<file path="src/rtl/lane_combine_pkg.sv">
// Shared mode encodings and the bitwise lane-combine operator.
// Vectors are carried at LANE_MAX width so one function serves any LANES <= LANE_MAX.
package lane_combine_pkg;

  localparam logic [1:0] MODE_SEL  = 2'd0;
  localparam logic [1:0] MODE_AND  = 2'd1;
  localparam logic [1:0] MODE_XOR  = 2'd2;
  localparam logic [1:0] MODE_PASS = 2'd3;

  localparam int LANE_MAX = 64;

  typedef logic [LANE_MAX-1:0] lane_vec_t;

  // SEL picks a where a is set, else b, which reduces to a|b per lane.
  function automatic lane_vec_t lane_op(
    input logic [1:0] mode,
    input lane_vec_t  a,
    input lane_vec_t  b
  );
    lane_vec_t r;
    r = '0;
    case (mode)
      MODE_SEL:  r = a | b;
      MODE_AND:  r = a & b;
      MODE_XOR:  r = a ^ b;
      MODE_PASS: r = a;
      default:   r = '0;
    endcase
    return r;
  endfunction

endpackage

</file>
<file path="src/rtl/lane_fifo.sv">
// Synchronous valid/ready FIFO; pointers carry one extra MSB so full and empty
// are distinguishable without an occupancy counter.
module lane_fifo #(
  parameter int W     = 4,
  parameter int DEPTH = 2
) (
  input  logic         clk,
  input  logic         rst,
  input  logic         in_valid,
  output logic         in_ready,
  input  logic [W-1:0] in_data,
  output logic         out_valid,
  input  logic         out_ready,
  output logic [W-1:0] out_data
);

  localparam int AW = (DEPTH > 1) ? $clog2(DEPTH) : 1;

  logic [AW:0]  wr_ptr_reg;
  logic [AW:0]  wr_ptr_next;
  logic [AW:0]  rd_ptr_reg;
  logic [AW:0]  rd_ptr_next;
  logic [W-1:0] mem [DEPTH];

  logic full;
  logic empty;
  logic push;
  logic pop;

  assign empty = (wr_ptr_reg == rd_ptr_reg);
  assign full  = (wr_ptr_reg[AW] != rd_ptr_reg[AW]) &&
                 (wr_ptr_reg[AW-1:0] == rd_ptr_reg[AW-1:0]);

  // A full FIFO refuses pushes even when the head is popped in the same cycle.
  assign in_ready  = ~full;
  assign out_valid = ~empty;
  assign push      = in_valid & ~full;
  assign pop       = ~empty & out_ready;

  always_comb begin
    wr_ptr_next = wr_ptr_reg;
    rd_ptr_next = rd_ptr_reg;
    if (push) begin
      wr_ptr_next = wr_ptr_reg + {{AW{1'b0}}, 1'b1};
    end
    if (pop) begin
      rd_ptr_next = rd_ptr_reg + {{AW{1'b0}}, 1'b1};
    end
  end

  always_ff @(posedge clk or posedge rst) begin
    if (rst) begin
      wr_ptr_reg <= '0;
      rd_ptr_reg <= '0;
    end else begin
      wr_ptr_reg <= wr_ptr_next;
      rd_ptr_reg <= rd_ptr_next;
    end
  end

  // Storage needs no reset: stale entries are never visible while empty.
  always_ff @(posedge clk) begin
    if (push) begin
      mem[wr_ptr_reg[AW-1:0]] <= in_data;
    end
  end

  assign out_data = empty ? '0 : mem[rd_ptr_reg[AW-1:0]];

endmodule

</file>
<file path="src/rtl/lane_combine_pipe.sv">
// Per-lane operand combine feeding a result FIFO, plus an independent
// rising-edge capture channel with a saturating event counter.
module lane_combine_pipe
  import lane_combine_pkg::*;
#(
  parameter int LANES = 4,
  parameter int DEPTH = 2,
  parameter int CAP_W = 2,
  parameter int CNT_W = 4
) (
  input  logic             clk,
  input  logic             rst,
  input  logic             in_valid,
  output logic             in_ready,
  input  logic [LANES-1:0] in1,
  input  logic [LANES-1:0] in2,
  input  logic [1:0]       mode,
  output logic             out_valid,
  input  logic             out_ready,
  output logic [LANES-1:0] out_lanes,
  input  logic [CAP_W-1:0] cap_in,
  output logic [CAP_W-1:0] cap_out,
  output logic [CNT_W-1:0] cap_cnt
);

  // LANES must not exceed LANE_MAX; the operator runs at the wide width.
  lane_vec_t        a_wide;
  lane_vec_t        b_wide;
  lane_vec_t        op_full;
  logic [LANES-1:0] lane_res;
  logic             op_unused;

  assign a_wide  = LANE_MAX'(in1);
  assign b_wide  = LANE_MAX'(in2);
  assign op_full = lane_op(mode, a_wide, b_wide);

  genvar gi;
  generate
    for (gi = 0; gi < LANES; gi++) begin : g_lane
      assign lane_res[gi] = op_full[gi];
    end
  endgenerate

  // Lanes above LANES are always zero; fold them away explicitly.
  assign op_unused = ^op_full;

  lane_fifo #(
    .W     (LANES),
    .DEPTH (DEPTH)
  ) u_fifo (
    .clk       (clk),
    .rst       (rst),
    .in_valid  (in_valid),
    .in_ready  (in_ready),
    .in_data   (lane_res),
    .out_valid (out_valid),
    .out_ready (out_ready),
    .out_data  (out_lanes)
  );

  logic [CAP_W-1:0] cap_prev_reg;
  logic [CAP_W-1:0] cap_out_reg;
  logic [CAP_W-1:0] cap_out_next;
  logic [CNT_W-1:0] cap_cnt_reg;
  logic [CNT_W-1:0] cap_cnt_next;
  logic [CAP_W-1:0] rise;
  logic             any_rise;

  // Several bits rising together form a single capture event.
  assign rise     = cap_in & ~cap_prev_reg;
  assign any_rise = |rise;

  always_comb begin
    cap_out_next = cap_out_reg;
    cap_cnt_next = cap_cnt_reg;
    if (any_rise) begin
      cap_out_next = cap_in;
      if (cap_cnt_reg != {CNT_W{1'b1}}) begin
        cap_cnt_next = cap_cnt_reg + CNT_W'(1);
      end
    end
  end

  always_ff @(posedge clk or posedge rst) begin
    if (rst) begin
      cap_prev_reg <= '0;
      cap_out_reg  <= '0;
      cap_cnt_reg  <= '0;
    end else begin
      cap_prev_reg <= cap_in;
      cap_out_reg  <= cap_out_next;
      cap_cnt_reg  <= cap_cnt_next;
    end
  end

  assign cap_out = cap_out_reg;
  assign cap_cnt = cap_cnt_reg;

endmodule

</file>
<file path="config.mk">
export PLATFORM = sky130hd
export DESIGN_NAME = lane_combine_pipe
export DESIGN_NICKNAME = d
export VERILOG_FILES = /design/src/rtl/lane_combine_pkg.sv /design/src/rtl/lane_fifo.sv /design/src/rtl/lane_combine_pipe.sv
export SDC_FILE = /design/constraint.sdc
export NUM_CORES = 1
export LEC_CHECK = 0
export BUFFER_PORTS_ARGS = -buffer_cell sky130_fd_sc_hd__buf_2
export CORE_ASPECT_RATIO = 0.9
export CORE_MARGIN = 5
export CORE_UTILIZATION = 59
export CTS_BUF_LIST = sky130_fd_sc_hd__clkbuf_4
export CTS_CLUSTER_DIAMETER = 80
export DETAILED_ROUTE_END_ITERATION = 10
export HOLD_SLACK_MARGIN = 0.03
export PLACE_DENSITY = 0.87
export SLEW_MARGIN = 20
export SYNTH_ARGS = -nofsm -noshare
export SYNTH_HDL_FRONTEND = slang
export SYNTH_HIERARCHICAL = 1
export SYNTH_SLANG_ARGS = --single-unit
</file>
<file path="constraint.sdc">
create_clock -name clk -period 2 [get_ports clk]
set_input_delay 0.1 -clock clk [delete_from_list [all_inputs] [get_ports clk]]
set_output_delay 0.1 -clock clk [all_outputs]
set_load 0.03 [all_outputs]
</file>
==> impl_metrics.yaml, run 1 <==
synth:
  yosysMostFrequentCell: "inv_1"
  yosysSeqAreaShare: 0.471
  avgSynthCellArea_um2: 12.2
  synth_top_area_share: 0.261
  synthFlopType: "dfrtp_1"
  async_flop_share: 0.600
  netlist_area_um2: 1150
  ys_warn_count: 6
  syn_nets: 119
  yosysTopAreaCell: "dfrtp_1"
  synth_area_leaders: "dfrtp_1, edfxtp_1, ha_1"
  ys_top_cells_by_count: "inv_1, dfrtp_1, ha_1"
  synth.distinct_cells: 26
  synthCells: 94
  synth_edf_count: 8
  synth_seq_cells: 20
global_route:
  grt_pass1_vias: 792
  grt_max_degree: 13
  grt_pass1_wl_um: 3280
  grt_util_all_layers: 0.147
  grt_overflow_total: 0
  antenna_found_initial: 0
drt:
  first_pass_iters: 4
  vias: 782
  post_drt_wl_per_cell_um: 12.6
  ant_nets: 0
  via_per_inst: 5.11
  wl_um: 1930
  drc: 0
  drt_iter0_markers: 7
timing:
  hold_viol_final: 0
  worst_slack_ns: 0.284
  max_freq_mhz: 583
  timing.final.crit_share: 0.858
  worst_slew_pin_slew_ns: 0.434
  finalMaxSlewViolations: 0
  rsz0062_at_grt: "no"
  period_minus_slack_ns: 1.72
  tns_ns: 0
  fin_skew_ns: 0.00912
  setup_viol: 0
  slew-limit-headroom: 0.711
finish:
  num_antenna_cells: 0
  syn_to_final_growth_pct: 19.6
  largest_register_ffs: 8
  seqCellArea_um2: 541
  layout.nets: 154
  final_area_um2: 1370
  fin_cells: 153
  layout-drive-gt1-share: 0.320
  multiInputGateArea_um2: 541
  num-fill-cells: 131
placed_design:
  place_area_um2: 1310
  dp_cells: 145
  portBuffers: 27
  dp_hpwl_um: 1660
  gp_congestion: 0.722
  preCtsSetupSlack_ns: 0.610
critical_path:
  cp_cell_sequence: "xor2_2 -> and2b_2 -> nor2_1 -> buf_2"
  worstPathRequired_ns: 1.90
  startpoint_type: "register"
  critPathMaxStageDelay_ns: 0.45
  critPathCaptureType: "primary output"
  crit_fanout: 5
  critical_path_class: "register to primary output"
  critPathArrivalTime_ns: 1.62
  cp_slowest_cell: "dfrtp_1"
cts:
  cts_tree: "done"
  htree_levels: 1
  cts_root_buf: "clkbuf_4"
  clock_latency_ns: 0.29
  clkSinkCount: 20
  cts_made_buffers: 3
  ctsResizeCount: 0
  clockBufferDepth: 2
  clk_pin_slew_ns: 0.11
floorplan:
  rows: 15
  die_h_um: 51.9
  die_area_um2: 2930
  core_area_um2: 1880
  ioPinCount: 28
  start_util: 0.612
  die_w_um: 56.5
power_and_ir_drop:
  p_clk_frac: 0.094
  p_leak_uw: 0.000684
  powerDensity_nw_per_um2: 1420
  power_frac_seq: 0.368
  power.internal_uw: 1050
  peakVddDrop_mv: 0.889
  combPwrFrac: 0.538
  switching_share: 0.459
  switchingPower_uw: 893
run_status:
  run_status: "completed"
run:
  max-cap-violations: 0
hold_path:
  hp-class: "input port to register"
-- final timing paths --
kind                                             startpoint                               end  slack [ns]  depth (start not counted)
setup / recovery           u_fifo/wr_ptr_reg[1]$_DFFE_PP0P_                      out_lanes[3]        0.28                          4
hold / removal                                    out_ready  u_fifo/rd_ptr_reg[0]$_DFFE_PP0P_        0.09                          2
setup reg to reg           u_fifo/wr_ptr_reg[1]$_DFFE_PP0P_        u_fifo/mem[1][3]$_DFFE_PP_        0.60                          2
hold reg to reg                      cap_cnt[0]$_DFFE_PP0P_            cap_cnt[0]$_DFFE_PP0P_        0.53                          1
max in group asynchronous                               rst            cap_cnt[2]$_DFFE_PP0P_        1.45                          3
min in group asynchronous                               rst  u_fifo/wr_ptr_reg[0]$_DFFE_PP0P_        0.24                          3
-- power by group through the flow --
stage / sequential [uW] / clock [uW] / combinational [uW]
6_report: 717 / 183 / 1050
5_1_grt: 747 / 212 / 1140
4_1_cts: 718 / 189 / 1060
3_5_place_dp: 728 / 0 / 1060
3_3_place_gp: 716 / 0 / 1020
2_1_floorplan: 767 / 0 / 734
-- final cells by class --
cell class,count,area share
Sequential cell,20,0.393
Clock inverter,1,0.00273
Tap cell,25,0.0228
Timing Repair Buffer,31,0.128
Inverter,16,0.0437
Multi-Input combinational cell,57,0.393
Clock buffer,3,0.0164
-- per-layer routing --
layer | vias up | wire, um | GRT usage
met2 | 24 | 1010 | 0.281
met4 | 0 | 37 | 0.0711
met3 | 4 | 125 | 0.0273
li1 | 387 | - | -
met1 | 367 | 754 | 0.154
met5 | - | 0 | 0
-- critical path, delay by kind of cell (launching register included) --
kind	cells	cell delay, ns
xor+xnor	1	0.28
buf+inv	1	0.20
flops	1	0.45
simple gates	2	0.40
-- cell usage in the layout (no fill, tap or decap), drive strengths merged --
cell type and count:
xnor2 2, a32o 1, mux4 4, and3 1, a211o 1, a21oi 2, nand2b 5, clkbuf 3
and2b 2, dfrtp 12, or2b 1, mux2i 6, dlygate4sd3 4, o21ai 3, nor2 4, buf 27
nand3 1, a21boi 1, mux2 4, xor2 1, edfxtp 8, nand2 7, ha 9, inv 17
a22o 2
-- metrics by stage --
stage          total power, uW  utilization  hold WS [ns]
3_3_place_gp              1740        0.697      -0.00781
5_1_grt                   2100        0.732        0.0711
2_1_floorplan             1500            -        -0.134
4_1_cts                   1970        0.732        0.0799
3_5_place_dp              1780        0.697       0.00486
6_report                  1950        0.732        0.0854
-- kinds of logic after synthesis --
family,synth area share
AOI/OAI and AO/OA,0.0599
xor gates and xnor gates,0.0294
adders and majority gates,0.0980
buffers and inverters,0.0588
DFF,0.471
muxes,0.176
and+or+nand+nor,0.107
-- timing repair --
item | 4_1_cts | 5_1_grt
hold endpoints to repair | 15 | 0
buffers inserted | 0 | 0
hold buffers | 4 | 0
No activity file was read; power rests on OpenSTA's default activity.
==> run 2, diff against run 1 <==
clock period = 2.11 ns   (was 2 ns; I/O delays follow)
==> impl_metrics.yaml, run 2 (synthesis results as in run 1) <==
drt:
  vias: 766
  drt_iter0_markers: 18
  wl_um: 1860
  post_drt_wl_per_cell_um: 12.2
  ant_nets: 0
  drc: 0
  first_pass_iters: 4
  via_per_inst: 5.01
finish:
  final_cell_mix: "buf_2, inv_1, dfrtp_1"
  num_antenna_cells: 0
  final_util: 0.732
  layout_commonest_cell: "buf_2"
  largest_register_ffs: 8
  syn_to_final_growth_pct: 19.6
  layout-drive-gt1-share: 0.320
  layout.nets: 154
cts:
  cts_made_buffers: 3
  htree_levels: 1
  clkSinkCount: 20
  clk_pin_slew_ns: 0.11
  ctsResizeCount: 0
  clock_latency_ns: 0.29
  cts_root_buf: "clkbuf_4"
  clockBufferDepth: 2
  cts_tree: "done"
placed_design:
  preCtsSetupSlack_ns: 0.707
  dp_hpwl_um: 1590
  gp_congestion: 0.719
  portBuffers: 27
critical_path:
  worstPathRequired_ns: 2.00
  r2r_slack_ns: 0.73
  r2r-start: "u_fifo/wr_ptr_reg[1]$_DFFE_PP0P_"
  startpoint_type: "register"
  cp_cell_sequence: "xor2_2 -> and2b_2 -> nor2_1 -> buf_2"
  r2r-end: "u_fifo/mem[1][3]$_DFFE_PP_"
  critPathMaxStageDelay_ns: 0.44
  crit_fanout: 5
  ff2ff_path_depth: 2
  critical_path_class: "register to primary output"
  cp_slowest_cell: "dfrtp_1"
  critPathCaptureType: "primary output"
  critPathArrivalTime_ns: 1.64
floorplan:
  die_w_um: 56.5
  start_util: 0.612
  rows: 15
  core_area_um2: 1880
  die_h_um: 51.9
  ioPinCount: 28
  die_area_um2: 2930
timing:
  finalMaxSlewViolations: 0
  fin_skew_ns: 0.0126
  slew-limit-headroom: 0.720
  worst_slew_pin_slew_ns: 0.420
  tns_ns: 0
  hold_viol_final: 0
  rsz0062_at_grt: "no"
  max_freq_mhz: 574
  setup_viol: 0
  worst_slack_ns: 0.367
  timing.final.crit_share: 0.826
  period_minus_slack_ns: 1.74
power_and_ir_drop:
  switchingPower_uw: 841
  p_clk_frac: 0.094
  power_frac_seq: 0.370
  switching_share: 0.458
  combPwrFrac: 0.536
  powerDensity_nw_per_um2: 1340
  power.internal_uw: 997
  peakVddDrop_mv: 0.830
  p_leak_uw: 0.000684
hold_path:
  min_from: "out_ready"
  hold_depth: 2
  hold_path_end: "u_fifo/rd_ptr_reg[0]$_DFFE_PP0P_"
  hp-class: "input port to register"
global_route:
  grt_overflow_total: 0
  grt_util_all_layers: 0.149
  grt_pass1_vias: 798
  antenna_found_initial: 0
  grt_max_degree: 13
  grt_pass1_wl_um: 3380
run:
  max-cap-violations: 0
run_status:
  run_status: "completed"
-- run 2: cell counts in the layout (fill, tap and decap cells not counted) --
No cell type changed its count.
-- run 2: area by class of cell --
cell class                 instances  area, um^2
sequential                        20         541
multi-input combinational         57         541
fill                             141         503
timing repair buffer              31         175
inverter                          16        60.1
tap                               25        31.3
clock buffer                       3        22.5
clock inverter                     1        3.75
-- run 2: power groups by stage --
stage | clock (uW) | sequential (uW) | combinational (uW)
global route | 198 | 708 | 1080
CTS | 182 | 680 | 1000
finish | 173 | 680 | 986
floorplan | 0 | 727 | 696
global placement | 0 | 679 | 968
detailed placement | 0 | 690 | 992
-- run 2: routing by layer --
| layer | GRT usage | part of all wire |
|---|---|---|
| met4 | 0.0593 | 0.0064 |
| met1 | 0.178 | 0.41 |
| met2 | 0.262 | 0.53 |
| met5 | 0 | 0 |
| met3 | 0.0347 | 0.056 |
-- run 2: worst max path at each step --
stage | end | depth (start not counted) | startpoint
floorplan | cap_cnt[1]$_DFFE_PP0P_ | 3 | cap_cnt[0]$_DFFE_PP0P_
global placement | out_lanes[0] | 4 | u_fifo/rd_ptr_reg[0]$_DFFE_PP0P_
detailed placement | out_lanes[2] | 4 | u_fifo/wr_ptr_reg[1]$_DFFE_PP0P_
CTS | out_lanes[2] | 4 | u_fifo/wr_ptr_reg[1]$_DFFE_PP0P_
global route | out_lanes[2] | 4 | u_fifo/rd_ptr_reg[0]$_DFFE_PP0P_
finish | out_lanes[2] | 4 | u_fifo/wr_ptr_reg[1]$_DFFE_PP0P_
-- run 2: worst max-delay path: cells and delay by family (launching register included) --
family | cells | cell delay, ns
flip-flops | 1 | 0.44
AND/OR/NAND/NOR | 2 | 0.41
XOR/XNOR | 1 | 0.28
buffers and inverters | 1 | 0.21
-- run 2: what timing repair did --
action	in CTS	in global routing
setup buffers	0	0
endpoints found under the hold margin	15	0
hold buffers	4	0
-- run 2: per-stage QoR --
step	area [um^2]	hold WS, ns	instances	power [uW]
after floorplan	1150	-0.128	94	1420
after global placement	1310	-0.00235	145	1650
after detailed placement	1310	0.00349	145	1680
after CTS	1370	0.0862	153	1860
after global routing	1370	0.0803	153	1990
final	1370	0.0939	153	1840
==> run 3, diff against run 2 <==
CORE_UTILIZATION = 49   (was 59)
PLACE_DENSITY = 0.77   (was 0.87)
clock period = 1.5 ns   (was 2.11 ns; I/O delays follow)
==> impl_metrics.yaml, run 3 (synthesis results as in run 1) <==
placed_design:
  dp_cells: 149
  gp_congestion: 0.801
  place_area_um2: 1330
  dp_hpwl_um: 1580
  portBuffers: 27
critical_path:
  critPathCaptureType: "primary output"
  r2r-end: "u_fifo/mem[0][3]$_DFFE_PP_"
  r2r_slack_ns: 0.08
  worstSetupEndpoint: "out_lanes[2]"
  worstPathRequired_ns: 1.42
  crit_fanout: 5
  r2r-start: "u_fifo/wr_ptr_reg[1]$_DFFE_PP0P_"
  critPathArrivalTime_ns: 1.43
  critical_path_class: "register to primary output"
  ff2ff_path_depth: 4
  critPathLaunch: "u_fifo/wr_ptr_reg[1]$_DFFE_PP0P_"
  startpoint_type: "register"
finish:
  final_area_um2: 1490
  final_cell_mix: "buf_2, inv_1, dfrtp_1"
  layout.nets: 159
  largest_register_ffs: 8
  layout_commonest_cell: "buf_2"
  fin_cells: 160
  syn_to_final_growth_pct: 30.1
  layout-drive-gt1-share: 0.391
  num_antenna_cells: 0
timing:
  whs_ns: 0.0468
  slew-limit-headroom: 0.799
  max_freq_mhz: 666
  finalMaxSlewViolations: 0
  hold_viol_final: 0
  fin_skew_ns: 0.00861
  period_minus_slack_ns: 1.50
  worst_slack_ns: -0.00148
  worst_slew_pin_slew_ns: 0.301
  timing.final.crit_share: 1.00
  setup_viol: 1
  rsz0062_at_grt: "yes"
  tns_ns: -0.00148
floorplan:
  die_h_um: 55.9
  core_area_um2: 2200
  ioPinCount: 28
  die_w_um: 61.0
  die_area_um2: 3410
  start_util: 0.522
  rows: 16
power_and_ir_drop:
  p_clk_frac: 0.133
  switching_share: 0.412
  p_leak_uw: 0.000730
  peakVddDrop_mv: 1.74
  combPwrFrac: 0.576
  switchingPower_uw: 1310
  p_total_uw: 3170
  power.internal_uw: 1870
  powerDensity_nw_per_um2: 2120
  power_frac_seq: 0.291
hold_path:
  hp-class: "input port to register"
  min_from: "out_ready"
global_route:
  grt_pass1_vias: 768
  grt_overflow_total: 0
  antenna_found_initial: 0
  grt_max_degree: 13
  grt_util_all_layers: 0.127
  grt_pass1_wl_um: 3330
drt:
  via_per_inst: 5.01
  post_drt_wl_per_cell_um: 12.4
  ant_nets: 0
  vias: 802
  wl_um: 1990
  first_pass_iters: 4
  drc: 0
  drt_iter0_markers: 39
run:
  max-cap-violations: 0
cts:
  cts_root_buf: "clkbuf_4"
  clkSinkCount: 20
  clock_latency_ns: 0.29
  cts_made_buffers: 3
  htree_levels: 1
  clockBufferDepth: 2
  cts_tree: "done"
  clk_pin_slew_ns: 0.11
run_status:
  violations: "negative setup slack"
  run_status: "finished with violations"
-- run 3: changes by cell type in the layout (fill, tap and decap cells not counted), sizes merged --
cell / before / now
buf: 27 / 32
bufinv: 0 / 1
inv: 17 / 16
-- run 3: worst min-delay path by stage --
stage                                  endpoint  slack, ns  cells past startpoint
2_1_floorplan  u_fifo/rd_ptr_reg[0]$_DFFE_PP0P_      -0.16                      1
3_3_place_gp   u_fifo/rd_ptr_reg[0]$_DFFE_PP0P_      -0.03                      2
3_5_place_dp   u_fifo/rd_ptr_reg[0]$_DFFE_PP0P_      -0.03                      2
4_1_cts        u_fifo/rd_ptr_reg[0]$_DFFE_PP0P_       0.03                      2
5_1_grt        u_fifo/rd_ptr_reg[0]$_DFFE_PP0P_       0.03                      2
6_report       u_fifo/rd_ptr_reg[0]$_DFFE_PP0P_       0.05                      2
-- run 3: final cells by class --
cell class	instances	area, um^2
clock inverters	1	30.0
inverters	16	60.1
fillers	171	708
clock buffers	3	22.5
multi-input cells	57	566
flip-flops and latches	20	542
well taps	27	33.8
repair buffers	36	240
-- run 3: layer usage --
metal  global-route usage  share of wire  vias up
met4               0.0557          0.011        0
li1                     -              -      396
met2                0.196           0.49       22
met3               0.0232          0.061        2
met5                    0              0        -
met1                0.169           0.44      382
-- run 3: power by group through the flow --
stage	logic, uW	registers [uW]	clock network [uW]
after floorplan	979	1020	0
after CTS	1670	910	436
after global placement	1440	919	0
after global routing	1960	953	466
after detailed placement	1470	935	0
final	1830	923	422
-- run 3: stage by stage --
| stage | worst slack (ns) | util |
|---|---|---|
| CTS | -0.0148 | 0.661 |
| floorplan | 0.0313 | - |
| detailed placement | 0.122 | 0.602 |
| global route | -0.0826 | 0.678 |
| finish | -0.00148 | 0.678 |
| global placement | 0.159 | 0.602 |
-- run 3: repair_timing --
action,4_1_cts,5_1_grt
hold endpoints to repair,15,0
pin swaps,5,2
gates resized for setup,6,12
endpoints found under the setup margin,5,5
hold buffers,4,0
cloned,0,0
setup buffers,3,0
-- run 3: critical path: stages (launching register included) --
cell and delay [ns]:
dfrtp_1 0.43, xor2_2 0.19, and2b_4 0.30, nor2_1 0.05, buf_4 0.16
